===== src/rtl/mcp320x_scan_spi.sv =====
// mcp320x_scan_spi: round-robin scanning SPI master for the MCP3204/MCP3208
// 12-bit ADC family. A free-running tick requests one conversion per TICK
// cycles; each frame is 1 start-bit setup phase plus 19 SCK periods. Results
// are presented on data/ch with a one-cycle dv strobe.
// Optional feature: define MCP320X_NULL_CHECK_EN to flag a non-zero null bit
// on err (sticky until reset). Without it err is constant 0.
module mcp320x_scan_spi #(
    parameter int unsigned FCLK    = 100_000_000,
    parameter int unsigned FSCK    = 500_000,
    parameter int unsigned FS      = 4_000,
    parameter int unsigned NCH     = 8,
    parameter bit          SGL     = 1'b1,
    parameter logic [7:0]  CH_MASK = 8'hFF
) (
    input  logic        clk,
    input  logic        rst_n,
    input  logic        en,
    input  logic        miso,
    output logic        mosi,
    output logic        sck,
    output logic        cs,
    output logic [11:0] data,
    output logic [2:0]  ch,
    output logic        dv,
    output logic        err
);

    // Derived timing constants (cycles of clk)
    localparam int unsigned HALF = FCLK / (2 * FSCK);
    localparam int unsigned TICK = FCLK / FS;
    localparam longint unsigned CSH_L =
        (64'(FCLK) * 64'd500 + 64'd999_999_999) / 64'd1_000_000_000;
    localparam int unsigned CSH  = 32'(CSH_L);

    localparam int HW = $clog2(HALF + 1);
    localparam int TW = $clog2(TICK + 1);
    localparam int CW = $clog2(CSH + 1);

    // Channels above NCH do not exist on the part and are never scanned
    localparam logic [7:0] NCH_MASK = (NCH >= 8) ? 8'hFF : 8'((16'd1 << NCH) - 16'd1);
    localparam logic [7:0] EFF_MASK = CH_MASK & NCH_MASK;

    // Lowest enabled channel (0 when nothing is enabled)
    function automatic logic [2:0] lowest_ch(input logic [7:0] m);
        logic [2:0] r;
        r = 3'd0;
        for (int i = 7; i >= 0; i--) begin
            if (m[i]) r = 3'(i);
        end
        return r;
    endfunction

    // Next enabled channel strictly above cur, wrapping to the lowest one
    function automatic logic [2:0] next_ch(input logic [7:0] m, input logic [2:0] cur);
        logic [2:0] r;
        logic       found;
        r     = lowest_ch(m);
        found = 1'b0;
        for (int i = 0; i < 8; i++) begin
            if (!found && (i > int'(cur)) && m[i]) begin
                r     = 3'(i);
                found = 1'b1;
            end
        end
        return r;
    endfunction

    localparam logic [2:0] PTR_RST = lowest_ch(EFF_MASK);

    // Elaboration-time legality checks
    if ((FSCK < 32'd10_000) || (FSCK > 32'd900_000)) begin : g_bad_fsck
        $fatal(1, "mcp320x_scan_spi: FSCK out of range 10 kHz..900 kHz");
    end
    if (!((39 * HALF + CSH + 2) < TICK)) begin : g_bad_tick
        $fatal(1, "mcp320x_scan_spi: frame plus CS high time does not fit in one tick");
    end
    if ((NCH != 32'd4) && (NCH != 32'd8)) begin : g_bad_nch
        $fatal(1, "mcp320x_scan_spi: NCH must be 4 or 8");
    end

    typedef enum logic [1:0] {
        ST_IDLE  = 2'd0,
        ST_SETUP = 2'd1,
        ST_SHIFT = 2'd2,
        ST_DONE  = 2'd3
    } state_t;

    state_t        state_q, state_d;
    logic [TW-1:0] tick_cnt_q, tick_cnt_d;
    logic [CW-1:0] csh_cnt_q, csh_cnt_d;
    logic [HW-1:0] half_cnt_q, half_cnt_d;
    logic [4:0]    edge_cnt_q, edge_cnt_d;
    logic          sck_q, sck_d;
    logic          cs_q, cs_d;
    logic          mosi_q, mosi_d;
    logic [11:0]   shreg_q, shreg_d;
    logic [11:0]   data_q, data_d;
    logic [2:0]    ch_q, ch_d;
    logic          dv_q, dv_d;
    logic          err_q, err_d;
    logic [2:0]    ptr_q, ptr_d;

    logic          tick_s;
    logic          half_end_s;
    logic          csh_ok_s;
    logic          start_s;
    logic [4:0]    edge_nx_s;
    logic [4:0]    cmd_s;

    assign tick_s     = (tick_cnt_q == TW'(TICK - 1));
    assign half_end_s = (half_cnt_q == HW'(HALF - 1));
    assign csh_ok_s   = (csh_cnt_q >= CW'(CSH));
    assign start_s    = tick_s && en && (EFF_MASK != 8'd0) && csh_ok_s;
    assign edge_nx_s  = edge_cnt_q + 5'd1;
    // Command shifted on rising edges 1..5: start, SGL/DIFF, D2, D1, D0
    assign cmd_s      = {1'b1, SGL, ptr_q};

    // Free-running conversion-rate tick counter
    always_comb begin
        if (tick_s) begin
            tick_cnt_d = TW'(0);
        end else begin
            tick_cnt_d = tick_cnt_q + TW'(1);
        end
    end

    // Measures how long cs has been high, saturating at the required minimum
    always_comb begin
        if (!cs_q) begin
            csh_cnt_d = CW'(0);
        end else if (!csh_ok_s) begin
            csh_cnt_d = csh_cnt_q + CW'(1);
        end else begin
            csh_cnt_d = csh_cnt_q;
        end
    end

    // Next-state logic for the frame sequencer
    always_comb begin
        state_d = state_q;
        case (state_q)
            ST_IDLE: begin
                if (start_s) state_d = ST_SETUP;
                else         state_d = ST_IDLE;
            end
            ST_SETUP: begin
                if (half_end_s) state_d = ST_SHIFT;
                else            state_d = ST_SETUP;
            end
            ST_SHIFT: begin
                if (half_end_s && sck_q && (edge_cnt_q == 5'd19)) state_d = ST_DONE;
                else                                              state_d = ST_SHIFT;
            end
            ST_DONE: begin
                state_d = ST_IDLE;
            end
            default: begin
                state_d = ST_IDLE;
            end
        endcase
    end

    // Output and datapath next values: SPI pins, shift register, result, pointer
    always_comb begin
        half_cnt_d = half_cnt_q;
        edge_cnt_d = edge_cnt_q;
        sck_d      = sck_q;
        cs_d       = cs_q;
        mosi_d     = mosi_q;
        shreg_d    = shreg_q;
        data_d     = data_q;
        ch_d       = ch_q;
        dv_d       = 1'b0;
        ptr_d      = ptr_q;
`ifdef MCP320X_NULL_CHECK_EN
        err_d      = err_q;
`else
        err_d      = 1'b0;
`endif
        case (state_q)
            ST_IDLE: begin
                cs_d       = 1'b1;
                sck_d      = 1'b0;
                half_cnt_d = HW'(0);
                edge_cnt_d = 5'd0;
                if (start_s) begin
                    cs_d   = 1'b0;
                    mosi_d = 1'b1;
                end else begin
                    mosi_d = 1'b0;
                end
            end
            ST_SETUP: begin
                cs_d   = 1'b0;
                sck_d  = 1'b0;
                mosi_d = 1'b1;
                if (half_end_s) half_cnt_d = HW'(0);
                else            half_cnt_d = half_cnt_q + HW'(1);
            end
            ST_SHIFT: begin
                cs_d = 1'b0;
                if (!half_end_s) begin
                    half_cnt_d = half_cnt_q + HW'(1);
                end else if (!sck_q) begin
                    // Rising edge: ADC drives DOUT before it, so sample here
                    half_cnt_d = HW'(0);
                    sck_d      = 1'b1;
                    edge_cnt_d = edge_nx_s;
                    if (edge_nx_s >= 5'd8) shreg_d = {shreg_q[10:0], miso};
                    else                   shreg_d = shreg_q;
`ifdef MCP320X_NULL_CHECK_EN
                    if ((edge_nx_s == 5'd7) && miso) err_d = 1'b1;
                    else                             err_d = err_q;
`endif
                end else begin
                    // Falling edge: present the bit for the next rising edge
                    half_cnt_d = HW'(0);
                    sck_d      = 1'b0;
                    if (edge_cnt_q < 5'd5) mosi_d = cmd_s[3'd4 - edge_cnt_q[2:0]];
                    else                   mosi_d = 1'b0;
                    if (edge_cnt_q == 5'd19) cs_d = 1'b1;
                    else                     cs_d = 1'b0;
                end
            end
            ST_DONE: begin
                cs_d   = 1'b1;
                sck_d  = 1'b0;
                mosi_d = 1'b0;
                data_d = shreg_q;
                ch_d   = ptr_q;
                dv_d   = 1'b1;
                ptr_d  = next_ch(EFF_MASK, ptr_q);
            end
            default: begin
                cs_d   = 1'b1;
                sck_d  = 1'b0;
                mosi_d = 1'b0;
            end
        endcase
    end

    // State register
    always_ff @(posedge clk or negedge rst_n) begin
        if (!rst_n) begin
            state_q <= ST_IDLE;
        end else begin
            state_q <= state_d;
        end
    end

    // Datapath and output registers
    always_ff @(posedge clk or negedge rst_n) begin
        if (!rst_n) begin
            tick_cnt_q <= TW'(0);
            csh_cnt_q  <= CW'(0);
            half_cnt_q <= HW'(0);
            edge_cnt_q <= 5'd0;
            sck_q      <= 1'b0;
            cs_q       <= 1'b1;
            mosi_q     <= 1'b0;
            shreg_q    <= 12'd0;
            data_q     <= 12'd0;
            ch_q       <= 3'd0;
            dv_q       <= 1'b0;
            err_q      <= 1'b0;
            ptr_q      <= PTR_RST;
        end else begin
            tick_cnt_q <= tick_cnt_d;
            csh_cnt_q  <= csh_cnt_d;
            half_cnt_q <= half_cnt_d;
            edge_cnt_q <= edge_cnt_d;
            sck_q      <= sck_d;
            cs_q       <= cs_d;
            mosi_q     <= mosi_d;
            shreg_q    <= shreg_d;
            data_q     <= data_d;
            ch_q       <= ch_d;
            dv_q       <= dv_d;
            err_q      <= err_d;
            ptr_q      <= ptr_d;
        end
    end

    assign sck  = sck_q;
    assign cs   = cs_q;
    assign mosi = mosi_q;
    assign data = data_q;
    assign ch   = ch_q;
    assign dv   = dv_q;
    assign err  = err_q;

endmodule


===== config.mk =====
export PLATFORM = sky130hd
export DESIGN_NAME = mcp320x_scan_spi
export DESIGN_NICKNAME = d
export VERILOG_FILES = /design/src/rtl/mcp320x_scan_spi.sv
export SDC_FILE = /design/constraint.sdc
export NUM_CORES = 1
export LEC_CHECK = 0
export ABC_AREA = 0
export CELL_PAD_IN_SITES_DETAIL_PLACEMENT = 1
export CELL_PAD_IN_SITES_GLOBAL_PLACEMENT = 1
export CORE_MARGIN = 3
export CORE_UTILIZATION = 25
export DETAILED_ROUTE_END_ITERATION = 12
export PLACE_DENSITY = 0.52
export SLEW_MARGIN = 10
export SYNTH_ARGS = -nofsm -noshare
export SYNTH_HDL_FRONTEND = slang
export SYNTH_SLANG_ARGS = --single-unit

===== constraint.sdc =====
create_clock -name clk -period 2.6 [get_ports clk]
set_clock_uncertainty 0.2 [all_clocks]
set_input_delay 0.52 -clock clk [delete_from_list [all_inputs] [get_ports clk]]
set_output_delay 0.52 -clock clk [all_outputs]
set_load 0.05 [all_outputs]

# Yosys cells after proc, flatten, opt, wreduce, memory -nomap -nowiden
# Index checks and enable logic that the tools add are counted.
# totals
input_bits	4
word_cells	111
register_bits	69
# classes
n_lt_le_gt_ge	11
bitwise	1
n_addsub	5
n_mux	47
n_eq_ne	10
n_reduce_logical	24
# op_table
operator	n
2-to-1 mux 1 bit	27
2-to-1 mux 3 bit	6
adder 15 x 1 -> 15 bit, second input constant	1
== test 15 bit, second input constant	1
2-to-1 mux 15 bit	1
one-hot mux 7 bit (2 select lines)	1
> comparator 3 bit, first input constant	4
2-to-1 mux 6 bit	2
logical AND 1 bit	10
2-to-1 mux 5 bit	2
one-hot mux 5 bit (2 select lines)	1
inequality test 2 bit, second input constant	4
one-hot mux 1 bit (4 select lines)	2
one-hot mux 2 bit (4 select lines)	1
adder 7 x 1 -> 7 bit, second input constant	1
== test 7 bit, second input constant	1
2-to-1 mux 7 bit	1
adder 6 x 1 -> 6 bit, second input constant	1
greater-or-equal comparator 6 bit, second input constant	1
> comparator 2 x 3 -> 1 bit, first input constant	2
logical NOT 1 bit	6
adder 5 x 1 -> 5 bit, second input constant	1
== test 5 bit, second input constant	1
greater-or-equal comparator 5 x 4 -> 1 bit, second input constant	1
17 further kinds	19

# Longest topological paths before layout
# Gate-level depths: netlist of the first run.
# depth
word_depth	26
depth_mapped	8
depth_no_buf	6

# Worst setup path after synthesis of the first run
# OpenSTA, ideal clock, no wires.
# synth_path
kind	register -> register
start	reg state_q[0]
end	reg shreg_q[10]
arrival_ns	1.792
path_buffers	2
path_stages_with_launch	9
path_slack_ns	0.484
required_time_ns	2.275
synth_period_minus_slack_ns	2.116
path_cell_list	dfrtp_1 inv_1 ha_1 buf_2 nand2_1 mux2i_1 o21ai_1 buf_2 mux2_2
# synth_via
elab_chain_len	2
# synth_lines
item	line_no	rtl
start: declaration	88	state_t state_q, state_d;
start signal: assignment	247	state_q <= state_d;
== test 2 bit	180	case (state_q)
AND reduction 4 bit (no line)	-	
end signal: assignment	275	shreg_q <= shreg_d;
end: declaration	96	logic [11:0] shreg_q, shreg_d;
# No other way between the ends.
# A chain may end at the register's enable or synchronous reset.

# Final worst setup path of the first run
# layout_path
start	reg cs_q, in the netlist cs
end	out cs
# layout_lines
item	line_no	rtl
start: declaration	94	logic cs_q, cs_d;
start signal: assignment	273	cs_q <= cs_d;
end: declaration	21	output logic cs,
# No word-level cell between the ends.

==> flow_summary.yaml, run 1 <==
routing:
  ant_nets: 0
  wl_per_cell_um: 14.2
  via_count: 2192
  vias_per_cell: 4.50
  dr.pass1.iters: 4
  drc: 0
  totalWireLength_mm: 6.90
  drt_iter0_markers: 67
layout:
  drive_gt1_frac: 0.194
  num_antenna_cells: 0
  nFillCells: 1348
  nets: 330
  area.growth.synth_to_final_pct: 24.8
synthesis:
  ys_async_sr_fraction: 1.00
  seq_area_frac_synth: 0.538
  synth_top_area_frac: 0.530
  syn_avg_cell_area_um2: 11.6
  ys_warn_count: 0
  syn_inst: 276
  synth_top_family_by_area: "simple AND/OR/NAND/NOR gates"
  synth_nets: 292
  synth-main-ff-cell: "dfrtp_1"
  synth_edf_count: 0
  ys_seq_elements: 69
  synth_area_leaders: "dfrtp_1 (53%), mux2_2 (10%), ha_1 (4.7%)"
  muxShareOfSynthArea: 0.114
  yosys.area.top_type: "dfrtp_1"
  synth_adder_area_share: 0.0467
  syn_area_um2: 3210
  synth_xor_area_frac: 0.0545
  synth-compound-area-share: 0.0705
  ys_types: 50
  yosys.area_share.simple: 0.152
  synth_common_cells: "dfrtp_1 (68), mux2_2 (29), nor2_1 (18)"
  yosysMostFrequentCell: "dfrtp_1"
clock_tree:
  cts_setup_buffers: 0
  clock-sinks: 69
  clk_pin_slew_worst_paths_ns: 0.06
  clock_latency_ns: 0.33
  root_buffer: "clkbuf_16"
  numCtsBuffers: 9
  cts_tree: "done"
  htreeDepth: 3
  cts.path.max_buffers: 2
sta:
  hold_violations: 0
  setup_ws_ns: 0.132
  worst_pin_slew_ns: 0.599
  holdWs_ns: 0.284
  setup_tns_ns: 0
  setup_violations: 0
  drv_slew: 0
  finalCriticalPeriod_ns: 2.47
  slew_headroom: 0.601
  post-route-period-util: 0.949
  rsz0062_at_grt: "false"
  fmax_mhz: 405
critical_path:
  critPathKind: "flip-flop to output pin"
  end_kind: "output pin"
  critPathMaxFanout: 7
  worstPathCellList: "clkdlybuf4s50_1"
  path_buf_inv: 1
  critPathSlowestCell: "clkdlybuf4s50_1"
  cpPeakStageDelay_ns: 0.82
  critPathTopFamily: "buffers and inverters"
  cp_data_arrival_time_ns: 1.75
  r2r_start: "half_cnt_q[0]$_DFFE_PN0P_"
  critPathLaunch: "cs$_DFF_PN1_"
  cp-start-kind: "flip-flop"
  worstPathRequired_ns: 1.88
hold_path:
  hp-class: "flip-flop to flip-flop"
  hp-start: "tick_cnt_q[0]$_DFF_PN0_"
pwr:
  power_switching_mw: 0.517
  total_power_mw: 2.35
  intPower_mw: 1.83
  p_clk_frac: 0.528
  powerDensity_nw_per_um2: 587
  seqPwrFrac: 0.457
  irDropWorstVdd_uv: 324
  p_sw_frac: 0.220
  leakage_nw: 1.82
  p_comb_frac: 0.015
floorplanning:
  core_area_um2: 12300
  dieArea_um2: 14200
  die_y_um: 119
  ios: 24
  rows: 40
  die_w_um: 119
  initial_core_util: 0.262
status:
  status: "finished, final reports clean"
grt:
  overflow: 0
  grt_usage: 0.106
  antenna_found_initial: 0
  grt_pass1_wl_mm: 12.1
  grt_start_max_net_pins: 49
  first_global_vias: 2404
run:
  maxCapViolations: 0
placed_design:
  pre_cts_ws_ns: 0.177
  dpl.hpwl_mm: 4.75
  routabilityCongestion: 0.744
  port-buffer-count: 22
kinds of logic (layout without fill, tap and decap cells):
logic type               after synthesis  count (layout)
AND/OR/NAND/NOR                       89              89
XOR/XNOR                              20              20
flip-flops                            69              69
AO/OA/AOI/OAI                         34              34
buffers and inverters                 18              61
other                                  1               1
adder cells (fa/ha/maj)               12              12
multiplexers                          33              33
power groups by stage:
stage | clock (mW) | combinational, mW | sequential (mW)
floorplan | 0 | 0.00503 | 1.09
global placement | 0 | 0.0359 | 1.09
detailed placement | 0 | 0.0363 | 1.09
CTS | 1.29 | 0.0378 | 1.07
global route | 1.34 | 0.0405 | 1.07
finish | 1.24 | 0.0348 | 1.08
per-stage QoR:
step                      cell area (µm²)  instances  utilization
after floorplan                      3210        276            -
after global placement               3700        470        0.301
after detailed placement             3700        470        0.301
after CTS                            4010        487        0.327
after global routing                 4010        487        0.327
final                                4010        487        0.327
layer usage:
metal	global-route usage	share of wire
met1	0.136	0.49
met3	0.0389	0.032
met5	0	0
met4	0.0301	0.0065
met2	0.170	0.47
registers in the layout, summed over array words and instances, names as in the netlist, named ones only:
signal,flops
csh_cnt_q,6
half_cnt_q,7
ch,3
cs,1
mosi,1
shreg_q,12
ptr_q,3
state_q,1
data,12
edge_cnt_q,5
dv,1
tick_cnt_q,15
sck,1
layout by cell type (no fill, tap or decap), types with 3 or more instances in the layout:
cell type         n
clkdlybuf4s50_1  21
xor2_1            9
mux2_2           29
nand3_1          17
a21oi_1           4
nand2_1          16
nand2b_1          3
nor3_1            5
xnor2_1          11
nor2_1           18
nand4_1           3
o31ai_1           4
buf_4             9
inv_1            12
dfrtp_1          68
ha_1             12
mux2i_1           4
nor2b_1           5
o21ai_0          11
and3_1            3
and2_1            3
clkbuf_16         9
timing repair:
action | in CTS | in global routing
endpoints found under the setup margin | 0 | 12
hold buffers | 1 | 0
gates resized for setup | 0 | 1
endpoints found under the hold margin | 40 | 0
worst paths after layout:
check                                           to  slack [ns]  depth (start not counted)
setup reg to reg            shreg_q[7]$_DFFE_PN0P_        0.45                          5
hold / removal             tick_cnt_q[0]$_DFF_PN0_        0.28                          1
hold reg to reg            tick_cnt_q[0]$_DFF_PN0_        0.28                          1
min in group asynchronous     ptr_q[1]$_DFFE_PN0P_        0.53                          3
max in group asynchronous             cs$_DFF_PN1_        1.40                          3
setup / recovery                                cs        0.13                          1
area by class of cell:
class,count,area (µm²),share of cell area
Sequential cell,69,1730,0.431
Multi-Input combinational cell,189,1410,0.353
Timing Repair Buffer,33,313,0.0780
Clock buffer,10,229,0.0571
Tap cell,168,210,0.0524
Clock inverter,6,70.1,0.0175
Inverter,12,45.0,0.0112
Power figures use the tool's default switching activity.
==> run 2: changes to the inputs <==
CORE_MARGIN = 2   (was 3)
==> run 2 against run 1 <==
  * Highest routed layer unchanged
  * Critical path depth unchanged
  * Clock power up 20%
  * Die area down 3.3%
  * Final cell count decreased by 0.41%
  * Fmax increased by 0.23%
  * Design area is 0.59% higher
  * Flip-flop and latch count unchanged
  * Largest cell class unchanged
  * Routed wire length shrank 5.4%
  * Combinational power fell by 8.3%
  * Sequential share of layout area down 0.25 points
  * The run now ends with negative hold slack left
  * Hold slack worse by 0.30 ns
  * Non-clock buffer count decreased by 5
==> flow_summary.yaml, run 2 (synthesis gave the netlist of run 1 again) <==
clock_tree:
  root_buffer: "clkbuf_16"
  ctsHoldBuffers: 0
  cts_setup_buffers: 0
  cts.path.max_buffers: 2
  cts_resized: 0
  clock_latency_ns: 0.34
  numCtsBuffers: 9
  clock-sinks: 69
  clk_pin_slew_worst_paths_ns: 0.06
  htreeDepth: 3
  cts_tree: "done"
layout:
  area.growth.synth_to_final_pct: 25.6
  nets: 325
  final_common_cell: "dfrtp_1"
  nFillCells: 1389
  top_register: "tick_cnt_q"
  drive_gt1_frac: 0.182
  utilization: 0.321
  final_cells: 485
  num_antenna_cells: 0
  final_area_um2: 4030
  layout_common_cells: "dfrtp_1 (68), mux2_2 (29), clkdlybuf4s50_1 (21), nor2_1 (18), nand3_1 (17)"
  largest_reg_flops: 15
grt:
  grt_pass1_wl_mm: 11.4
  grt_start_max_net_pins: 70
  grt_usage: 0.104
  antenna_found_initial: 0
  overflow: 0
  first_global_vias: 2277
pwr:
  powerDensity_nw_per_um2: 644
  leakage_nw: 1.82
  total_power_mw: 2.60
  irDropWorstVdd_uv: 297
hold_path:
  hp-class: "input port to async pin"
sta:
  setup_violations: 0
  setup_tns_ns: 0
  finalCriticalPeriod_ns: 2.46
  setup_ws_ns: 0.138
  drv_slew: 0
  fmax_mhz: 406
  rsz0062_at_grt: "false"
  post-route-period-util: 0.947
  worst_pin_slew_ns: 0.989
  holdWs_ns: -0.0212
  hold_violations: 6
  slew_headroom: 0.336
routing:
  dr.pass1.iters: 6
  drc: 0
  drt_iter0_markers: 83
  vias_per_cell: 4.45
  via_count: 2156
  wl_per_cell_um: 13.5
  ant_nets: 0
  totalWireLength_mm: 6.53
placed_design:
  pre_cts_ws_ns: 0.161
  port-buffer-count: 22
  place_inst: 470
  routabilityCongestion: 0.775
  dpl_cell_area_um2: 3670
  dpl.hpwl_mm: 4.44
critical_path:
  r2r_slack_ns: 0.18
  cp-start-kind: "flip-flop"
  critPathKind: "flip-flop to output pin"
  end_kind: "output pin"
  path_buf_inv: 1
  cpPeakStageDelay_ns: 0.82
  r2r_start: "edge_cnt_q[1]$_DFFE_PN0P_"
  critPathTopFamily: "buffers and inverters"
  worstPathCellList: "clkdlybuf4s50_1"
  critPathSlowestCell: "clkdlybuf4s50_1"
  r2r_cells: 5
  r2r_end: "shreg_q[6]$_DFFE_PN0P_"
  worstPathRequired_ns: 1.88
  cp_data_arrival_time_ns: 1.74
  critPathMaxFanout: 7
floorplanning:
  ios: 24
  initial_core_util: 0.256
  die_y_um: 117
  die_w_um: 117
  core_area_um2: 12600
  dieArea_um2: 13800
  rows: 41
status:
  violations: "negative hold slack"
  status: "finished, violations left"
run:
  maxCapViolations: 0
-- run 2: changes by cell type in the layout (fill, tap and decap cells not counted), sizes merged --
| cell | change |
|---|---|
| buf | -4 |
| bufinv | +3 |
| clkinv | -2 |
| inv | -2 |
| clkbuf | -1 |
| clkinvlp | +1 |
| dlygate4sd3 | -1 |
-- run 2: layout make-up --
type / instances / area (µm²) / area share
Timing Repair Buffer: 28 / 273 / 0.0676
Tap cell: 172 / 215 / 0.0534
Sequential cell: 69 / 1730 / 0.428
Clock buffer: 9 / 225 / 0.0558
Clock inverter: 6 / 136 / 0.0338
Inverter: 12 / 45.0 / 0.0112
Multi-Input combinational cell: 189 / 1410 / 0.350
-- run 2: power by group --
part	switching, mW	internal, mW	leakage (nW)
sequential	0.000517	1.08	0.919
clock	0.460	1.03	0.172
combinational	0.0249	0.00693	0.728
total	0.486	2.11	1.82
-- run 2: worst max path at each step --
| stage | startpoint | to | slack, ns | depth (start not counted) |
|---|---|---|---|---|
| CTS | cs$_DFF_PN1_ | cs | 0.12 | 1 |
| detailed placement | edge_cnt_q[1]$_DFFE_PN0P_ | shreg_q[1]$_DFFE_PN0P_ | 0.16 | 5 |
| global route | edge_cnt_q[1]$_DFFE_PN0P_ | shreg_q[10]$_DFFE_PN0P_ | 0.02 | 5 |
| global placement | edge_cnt_q[1]$_DFFE_PN0P_ | shreg_q[0]$_DFFE_PN0P_ | 0.18 | 5 |
| floorplan | state_q[0]$_DFF_PN0_ | shreg_q[10]$_DFFE_PN0P_ | 0.48 | 8 |
| finish | cs$_DFF_PN1_ | cs | 0.14 | 1 |
-- run 2: layer usage --
layer | track usage | wire length (µm)
met2 | 0.145 | 2750
met4 | 0.0587 | 161
met5 | 0 | 0
met1 | 0.145 | 3410
met3 | 0.0248 | 211
